==> src/rtl/shiftreg_ctrl_pkg.sv <==
// Shared definitions for the serial shift-register controller: state encodings,
// default word width and the counter sizing helper.
package shiftreg_ctrl_pkg;

    localparam int DEFAULT_WIDTH = 6;

    typedef enum logic [1:0] {
        ST_IDLE  = 2'd0,
        ST_SHIFT = 2'd1,
        ST_DONE  = 2'd2,
        ST_GAP   = 2'd3
    } state_t;

    // The counter must reach WIDTH-1 while shifting and GAP-1 while idling out.
    function automatic int count_width(input int width, input int gap);
        int m;
        m = (width > gap + 1) ? width : gap + 1;
        return (m < 2) ? 1 : $clog2(m);
    endfunction

endpackage

==> src/rtl/shiftreg_n.sv <==
// Parameterised parallel-load / serial-shift register. Shifts toward the output
// end (MSB or LSB), filling from sin; q_next exposes the value about to be stored.
module shiftreg_n #(
    parameter int WIDTH     = 6,
    parameter bit MSB_FIRST = 1'b1
) (
    input  logic             clk,
    input  logic             rst,
    input  logic             load,
    input  logic [WIDTH-1:0] load_data,
    input  logic             shift_en,
    input  logic             sin,
    output logic             sout,
    output logic [WIDTH-1:0] q_next
);

    logic [WIDTH-1:0] q_reg;
    logic [WIDTH-1:0] shifted;

    genvar gi;
    generate
        for (gi = 0; gi < WIDTH; gi++) begin : g_bit
            if (MSB_FIRST) begin : g_msb
                if (gi == 0) begin : g_fill
                    assign shifted[gi] = sin;
                end else begin : g_move
                    assign shifted[gi] = q_reg[gi-1];
                end
            end else begin : g_lsb
                if (gi == WIDTH - 1) begin : g_fill
                    assign shifted[gi] = sin;
                end else begin : g_move
                    assign shifted[gi] = q_reg[gi+1];
                end
            end
        end
    endgenerate

    always_comb begin
        q_next = q_reg;
        if (load) begin
            q_next = load_data;
        end else if (shift_en) begin
            q_next = shifted;
        end
    end

    always_ff @(posedge clk) begin
        if (rst) begin
            q_reg <= '0;
        end else begin
            q_reg <= q_next;
        end
    end

    assign sout = MSB_FIRST ? q_reg[WIDTH-1] : q_reg[0];

endmodule

==> src/rtl/shiftreg_ctrl.sv <==
// Load/shift/done sequencing for one serial frame: accepts a parallel word,
// shifts it out for WIDTH cycles while capturing the return stream, then idles.
module shiftreg_ctrl
    import shiftreg_ctrl_pkg::*;
#(
    parameter int WIDTH     = DEFAULT_WIDTH,
    parameter bit MSB_FIRST = 1'b1,
    parameter int GAP       = 1
) (
    input  logic             clk,
    input  logic             rst,
    input  logic             in_valid,
    output logic             in_ready,
    input  logic [WIDTH-1:0] in_data,
    output logic             ser_out,
    output logic             ser_en,
    input  logic             ser_in,
    output logic             out_valid,
    output logic [WIDTH-1:0] out_data,
    output logic             busy
);

    localparam int CW = count_width(WIDTH, GAP);

    state_t           state_reg, state_next;
    logic [CW-1:0]    count_reg, count_next;
    logic [WIDTH-1:0] out_data_reg;
    logic [WIDTH-1:0] rx_q_next;
    logic [WIDTH-1:0] tx_q_next_unused;
    logic             tx_sout;
    logic             rx_sout_unused;
    logic             accept;

    assign accept = (state_reg == ST_IDLE) && in_valid;

    shiftreg_n #(
        .WIDTH     (WIDTH),
        .MSB_FIRST (MSB_FIRST)
    ) u_tx (
        .clk       (clk),
        .rst       (rst),
        .load      (accept),
        .load_data (in_data),
        .shift_en  (ser_en),
        .sin       (1'b0),
        .sout      (tx_sout),
        .q_next    (tx_q_next_unused)
    );

    // The receive shifter is never loaded; WIDTH shifts fully replace its contents.
    shiftreg_n #(
        .WIDTH     (WIDTH),
        .MSB_FIRST (MSB_FIRST)
    ) u_rx (
        .clk       (clk),
        .rst       (rst),
        .load      (1'b0),
        .load_data ('0),
        .shift_en  (ser_en),
        .sin       (ser_in),
        .sout      (rx_sout_unused),
        .q_next    (rx_q_next)
    );

    always_comb begin
        state_next = state_reg;
        count_next = count_reg;
        case (state_reg)
            ST_IDLE: begin
                if (in_valid) begin
                    state_next = ST_SHIFT;
                    count_next = '0;
                end
            end
            ST_SHIFT: begin
                if (count_reg == CW'(WIDTH - 1)) begin
                    state_next = ST_DONE;
                    count_next = '0;
                end else begin
                    count_next = count_reg + CW'(1);
                end
            end
            ST_DONE: begin
                count_next = '0;
                state_next = (GAP > 0) ? ST_GAP : ST_IDLE;
            end
            ST_GAP: begin
                if (count_reg == CW'(GAP - 1)) begin
                    state_next = ST_IDLE;
                    count_next = '0;
                end else begin
                    count_next = count_reg + CW'(1);
                end
            end
            default: begin
                state_next = ST_IDLE;
                count_next = '0;
            end
        endcase
    end

    always_ff @(posedge clk) begin
        if (rst) begin
            state_reg    <= ST_IDLE;
            count_reg    <= '0;
            out_data_reg <= '0;
        end else begin
            state_reg <= state_next;
            count_reg <= count_next;
            // Capture includes the bit arriving on the final shift edge.
            if ((state_reg == ST_SHIFT) && (state_next == ST_DONE)) begin
                out_data_reg <= rx_q_next;
            end
        end
    end

    assign in_ready  = (state_reg == ST_IDLE);
    assign ser_en    = (state_reg == ST_SHIFT);
    assign ser_out   = ser_en & tx_sout;
    assign out_valid = (state_reg == ST_DONE);
    assign busy      = (state_reg != ST_IDLE);
    assign out_data  = out_data_reg;

endmodule
==> config.mk <==
export PLATFORM = sky130hd
export DESIGN_NAME = shiftreg_ctrl
export DESIGN_NICKNAME = d
export VERILOG_FILES = /design/src/rtl/shiftreg_ctrl_pkg.sv /design/src/rtl/shiftreg_n.sv /design/src/rtl/shiftreg_ctrl.sv
export SDC_FILE = /design/constraint.sdc
export NUM_CORES = 1
export LEC_CHECK = 0
export ABC_AREA = 1
export CORE_MARGIN = 10
export CORE_UTILIZATION = 54
export DETAILED_ROUTE_END_ITERATION = 16
export DONT_BUFFER_PORTS = 1
export GPL_TIMING_DRIVEN = 1
export PLACE_DENSITY = 0.73
export SLEW_MARGIN = 20
export SYNTH_ARGS = -nofsm -noshare
export SYNTH_HDL_FRONTEND = slang
export SYNTH_SLANG_ARGS = --single-unit
==> constraint.sdc <==
create_clock -name clk -period 1.2 [get_ports clk]
set_input_delay 0.24 -clock clk [delete_from_list [all_inputs] [get_ports clk]]
set_output_delay 0.24 -clock clk [all_outputs]
set_load 0.02 [all_outputs]
======== After elaboration in Yosys (flattened, before gate mapping) ========
Index checks and enable logic that the tools add are counted.
storage, ports and cells
  bits in registers ....................... 23
  output and inout port bits .............. 11
  bits in latches ......................... 0
  memory bits (read-only) ................. 0
  memories kept ........................... 0
  bits of input ports ..................... 10
  memory bits (writable) .................. 0
  word-level logic and storage cells ...... 30
cells by class
  divide/modulo/power cells ............... 0
  shift operators ......................... 0
  reductions and logical operators ........ 6
  $mul .................................... 0
  bitwise gates (word level) .............. 1
  $add $sub $neg .......................... 1
  multiplexer cells ....................... 11
  $lt $le $gt $ge ......................... 0
  eq/ne operators ......................... 6
operator list
  operator               number
  $mux W6                3
  $pmux W3 S4            1
  $mux W3                3
  $pmux W2 S4            1
  $eq A2 B2 Y1 const B   3
  $mux W2                3
  $reduce_bool A2 Y1     2
  $add A3 B1 Y3 const B  1
  $eq A3 B3 Y1 const B   1
  $logic_not A3 Y1       1
  $eq A2 B1 Y1 const B   1
  $logic_and A1 B1 Y1    2
  $logic_not A2 Y1       1
  $ne A2 B2 Y1 const B   1
  $and A1 B1 Y1          1

======== Longest topological paths before layout ========
  word-level depth ........................ 5
  mapped depth ............................ 8
  depth with buffers taken out ............ 7

======== Hierarchy ========
A second synthesis with hierarchy kept.
second synthesis, totals
  cell total of the unflattened synthesis .. 177
  area, all modules ....................... 1171.1 sq um
modules (own cells, without submodules)
  module         times used  seq. area each (sq um)  cells an instance  area an instance (sq um)
  shiftreg_n     2           120.1                   51                 319.1
  shiftreg_ctrl  1           220.2                   75                 533.0

======== Worst setup path after synthesis ========
Ideal clock, no wire load.
  path type ............................... register -> output
  start ................................... register state_reg[1]
  end ..................................... output ser_out
  path buffers ............................ 1
  data required time ...................... 0.960 ns
  arrival ................................. 0.977 ns
  stages on the path, launching flop included .. 5
  slack ................................... -0.017 ns
  cell sequence ........................... dfxtp_1 > inv_4 > nand2_8 > buf_12 > nor2_1
on the way
  cells in the longest elaborated chain, start to end .. 2
ends and longest elaborated chain
  item                    line                  text
  from (decl)             shiftreg_ctrl.sv:25   state_t state_reg, state_next;
  from (signal assigned)  shiftreg_ctrl.sv:108  state_reg <= state_next;
  $eq A2 B1 Y1            shiftreg_ctrl.sv:118  assign ser_en = (state_reg == ST_SHIFT);
  $and A1 B1 Y1           shiftreg_ctrl.sv:119  assign ser_out = ser_en & tx_sout;
  to (decl)               shiftreg_ctrl.sv:15   output logic ser_out,
No other way between the ends.

======== Worst setup path after layout ========
  start ................................... register state_reg[1]
  end ..................................... output ser_en
on the way
  cells in the longest elaborated chain, start to end .. 1
ends and longest elaborated chain
  item          line                  text
  $eq A2 B1 Y1  shiftreg_ctrl.sv:118
  to (decl)     shiftreg_ctrl.sv:16   output logic ser_en,
No other way between the ends.

==> results.yml <==
clocking:
  insertion_delay_ns: 0.32
  clockBufferDepth: 2
  cts_tree: "built"
  cts_buffers: 3
  clkTransAtPathRegs_ns: 0.13
  cts_htree_levels: 1
  cts_sinks: 23
  cts_root_buffer: "clkbuf_4"
floorplanning:
  io_pins: 21
  die_h_um: 65.1
  start_util_pct: 56.4
  rows: 16
  die_x_um: 65.1
  core-area_sq_mm: 0.00194
  die_area_sq_mm: 0.00423
critical_path:
  crit_path_end_kind: "primary output"
  crit_path_start: "state_reg[1]"
  critPathMaxFanout: 3
  start_kind: "flop"
  reg2reg_depth: 7
  cp_top_family: "flip-flops"
  cp.depth: 3
  crit_required_ns: 0.96
  r2r_start: "state_reg[1]"
  cp_slowest_cell: "dfxtp_4"
  worstPathCellList: "buf_6 > nor2_4 > buf_6"
  critPathMaxStageDelay_ns: 0.39
  r2r-end: "u_tx.q_reg[3]"
  critical_path_class: "flop to primary output"
  crit_top_cell: "buf_6"
  crit_end: "ser_en"
  cp.arrival_ns: 1.08
  r2r_slack_ns: -0.06
  crit_buf_inv: 2
placement:
  dp_slack_ns: -0.0220
  port_buffers: 0
  placed_area_sq_mm: 0.00119
  place.gp.congestion: 0.867
  dp_hpwl_um: 1750
power:
  power.density_mw_per_mm2: 1080
  power_frac_seq_pct: 54.6
  p_leak_nw: 0.596
  vdd_drop_max_uv: 807
  p_switching_uw: 442
  pwr-share-comb_pct: 22.0
  clkPwrFrac_pct: 23.5
  sw_frac_of_total_pct: 29.1
  p_int_mw: 1.08
yosys:
  yosys.cell_types.count: 22
  synth-seq-cells: 23
  syn_inst: 143
  synth_area_per_cell_sq_um: 7.66
  synthXorXnorAreaFrac_pct: 0.799
  synthAdderAreaFrac_pct: 3.42
  syn_nets: 156
  synthMuxAreaShare_pct: 0
  synth_compound_area_share_pct: 11.6
  synth.largest_area_cell: "dfxtp_1"
  synth_top_area_share_pct: 42.0
  synth_seq_area_share_pct: 42.0
  syn_area_sq_mm: 0.00110
  yosys_warnings: 0
  synth_top_family_by_area: "simple AND/OR/NAND/NOR gates"
  synth_area_leaders: "dfxtp_1 (42%), nand2_1 (12%), nor2_1 (6.2%)"
  synth-simple-area-share_pct: 31.5
grt:
  grt_max_degree: 16
  grtUsageTotal_pct: 11.7
  antenna_found_initial: 0
  grt_pass1_vias: 888
  grt_pass1_wl_um: 3950
  gr-total-overflow: 0
timing:
  rsz0062_at_grt: "true"
  drv_slew: 0
  setup_viol_count_final: 15
  fin_skew_ns: 0.00853
  hold_viol: 0
  timing.setup.tns_ns: -0.732
  timing.fmax_mhz: 756
  worst_pin_slew_ns: 0.624
  period_share_pct: 110
  worst_slack_ns: -0.122
  min_period_ns: 1.32
  slew_headroom_pct: 58.3
final_layout:
  multi_input_area_sq_um: 602
  postLayoutCoreUtil_pct: 72.5
  final_nets: 174
  mostFrequentLayoutCell: "nand2_1"
  fin_area_sq_mm: 0.00141
  area_growth_pct: 28.4
  antenna_cells: 0
  layout_common_cells: "nand2_1 (24), dfxtp_1 (19), nor2_1 (16)"
  final_layout_size_suffix_gt1_share_pct: 40.6
  fillers: 148
  seq_area_sq_um: 473
status:
  violations: "setup timing"
  status: "finished, violations left"
worst_hold_path:
  hold_path.class: "input pin to flop"
routing:
  routed_via_density: 5.28
  drt_iter0_drc: 50
  vias: 988
  firstDrtPassIters: 5
  wl_um: 2700
  wl_per_cell_um: 14.4
  drtAntennaViolNets: 0
  drc_errors: 0
run:
  drv_cap: 0
==> routing by layer <==
layer	GRT usage (%)	share of wire, %	vias to the layer above
met1	11.5	34	454
met5	0	0	-
met3	4.12	7.6	7
met4	5.35	1.7	0
li1	-	-	486
met2	21.3	57	41
==> cell type report <==
| class | instances | area share (%) |
|---|---|---|
| tap | 27 | 2.40 |
| inverter | 16 | 4.44 |
| sequential | 23 | 33.6 |
| clock buffer | 3 | 1.60 |
| multi-input combinational | 98 | 42.8 |
| timing repair buffer | 19 | 14.8 |
| clock inverter | 1 | 0.356 |
==> synthesized netlist by cell type (all sizes together) <==
| library cell | number |
|---|---|
| nand2 | 40 |
| nor2 | 24 |
| dfxtp | 23 |
| inv | 16 |
| nand3 | 11 |
| o21ai | 9 |
| a31oi | 6 |
| a21oi | 3 |
| buf | 3 |
| clkbuf | 3 |
| ha | 3 |
| nand4 | 1 |
| xor2 | 1 |
==> cell families after synthesis <==
logic type	after synthesis
DFF	23
adders and majority gates	3
and+or+nand+nor	76
buffers and inverters	22
xor gates and xnor gates	1
AOI/OAI and AO/OA	18
==> power by group through the flow <==
stage / clock [mW] / sequential [mW] / combinational, mW
6_report: 0.356 / 0.829 / 0.334
5_1_grt: 0.386 / 0.833 / 0.361
4_1_cts: 0.361 / 0.827 / 0.290
3_5_place_dp: 0 / 0.848 / 0.243
3_3_place_gp: 0 / 0.846 / 0.232
2_1_floorplan: 0 / 0.837 / 0.201
==> per-stage QoR <==
step / cells / total power, mW / hold WS (ns)
floorplan: 143 / 1.04 / 0.383
global placement: 175 / 1.08 / 0.305
detailed placement: 175 / 1.09 / 0.307
CTS: 184 / 1.48 / 0.0707
global route: 187 / 1.58 / 0.0837
finish: 187 / 1.52 / 0.0838
==> what timing repair did <==
item | in CTS | in global routing
buffers inserted | 4 | 3
endpoints found under the setup margin | 15 | 15
endpoints found under the hold margin | 15 | 0
pin swaps | 2 | 7
hold buffers | 1 | 0
resized for setup | 17 | 22
==> how the worst min path moves through the flow <==
stage	startpoint	end	slack (ns)	cells past startpoint
detailed placement	rst	state_reg[1]	0.31	1
CTS	in_valid	state_reg[0]	0.07	2
finish	ser_in	u_rx.q_reg[0]	0.08	2
global placement	rst	state_reg[1]	0.31	1
floorplan	ser_in	u_rx.q_reg[0]	0.38	2
global route	ser_in	u_rx.q_reg[0]	0.08	2
Power figures use the tool's default switching activity.
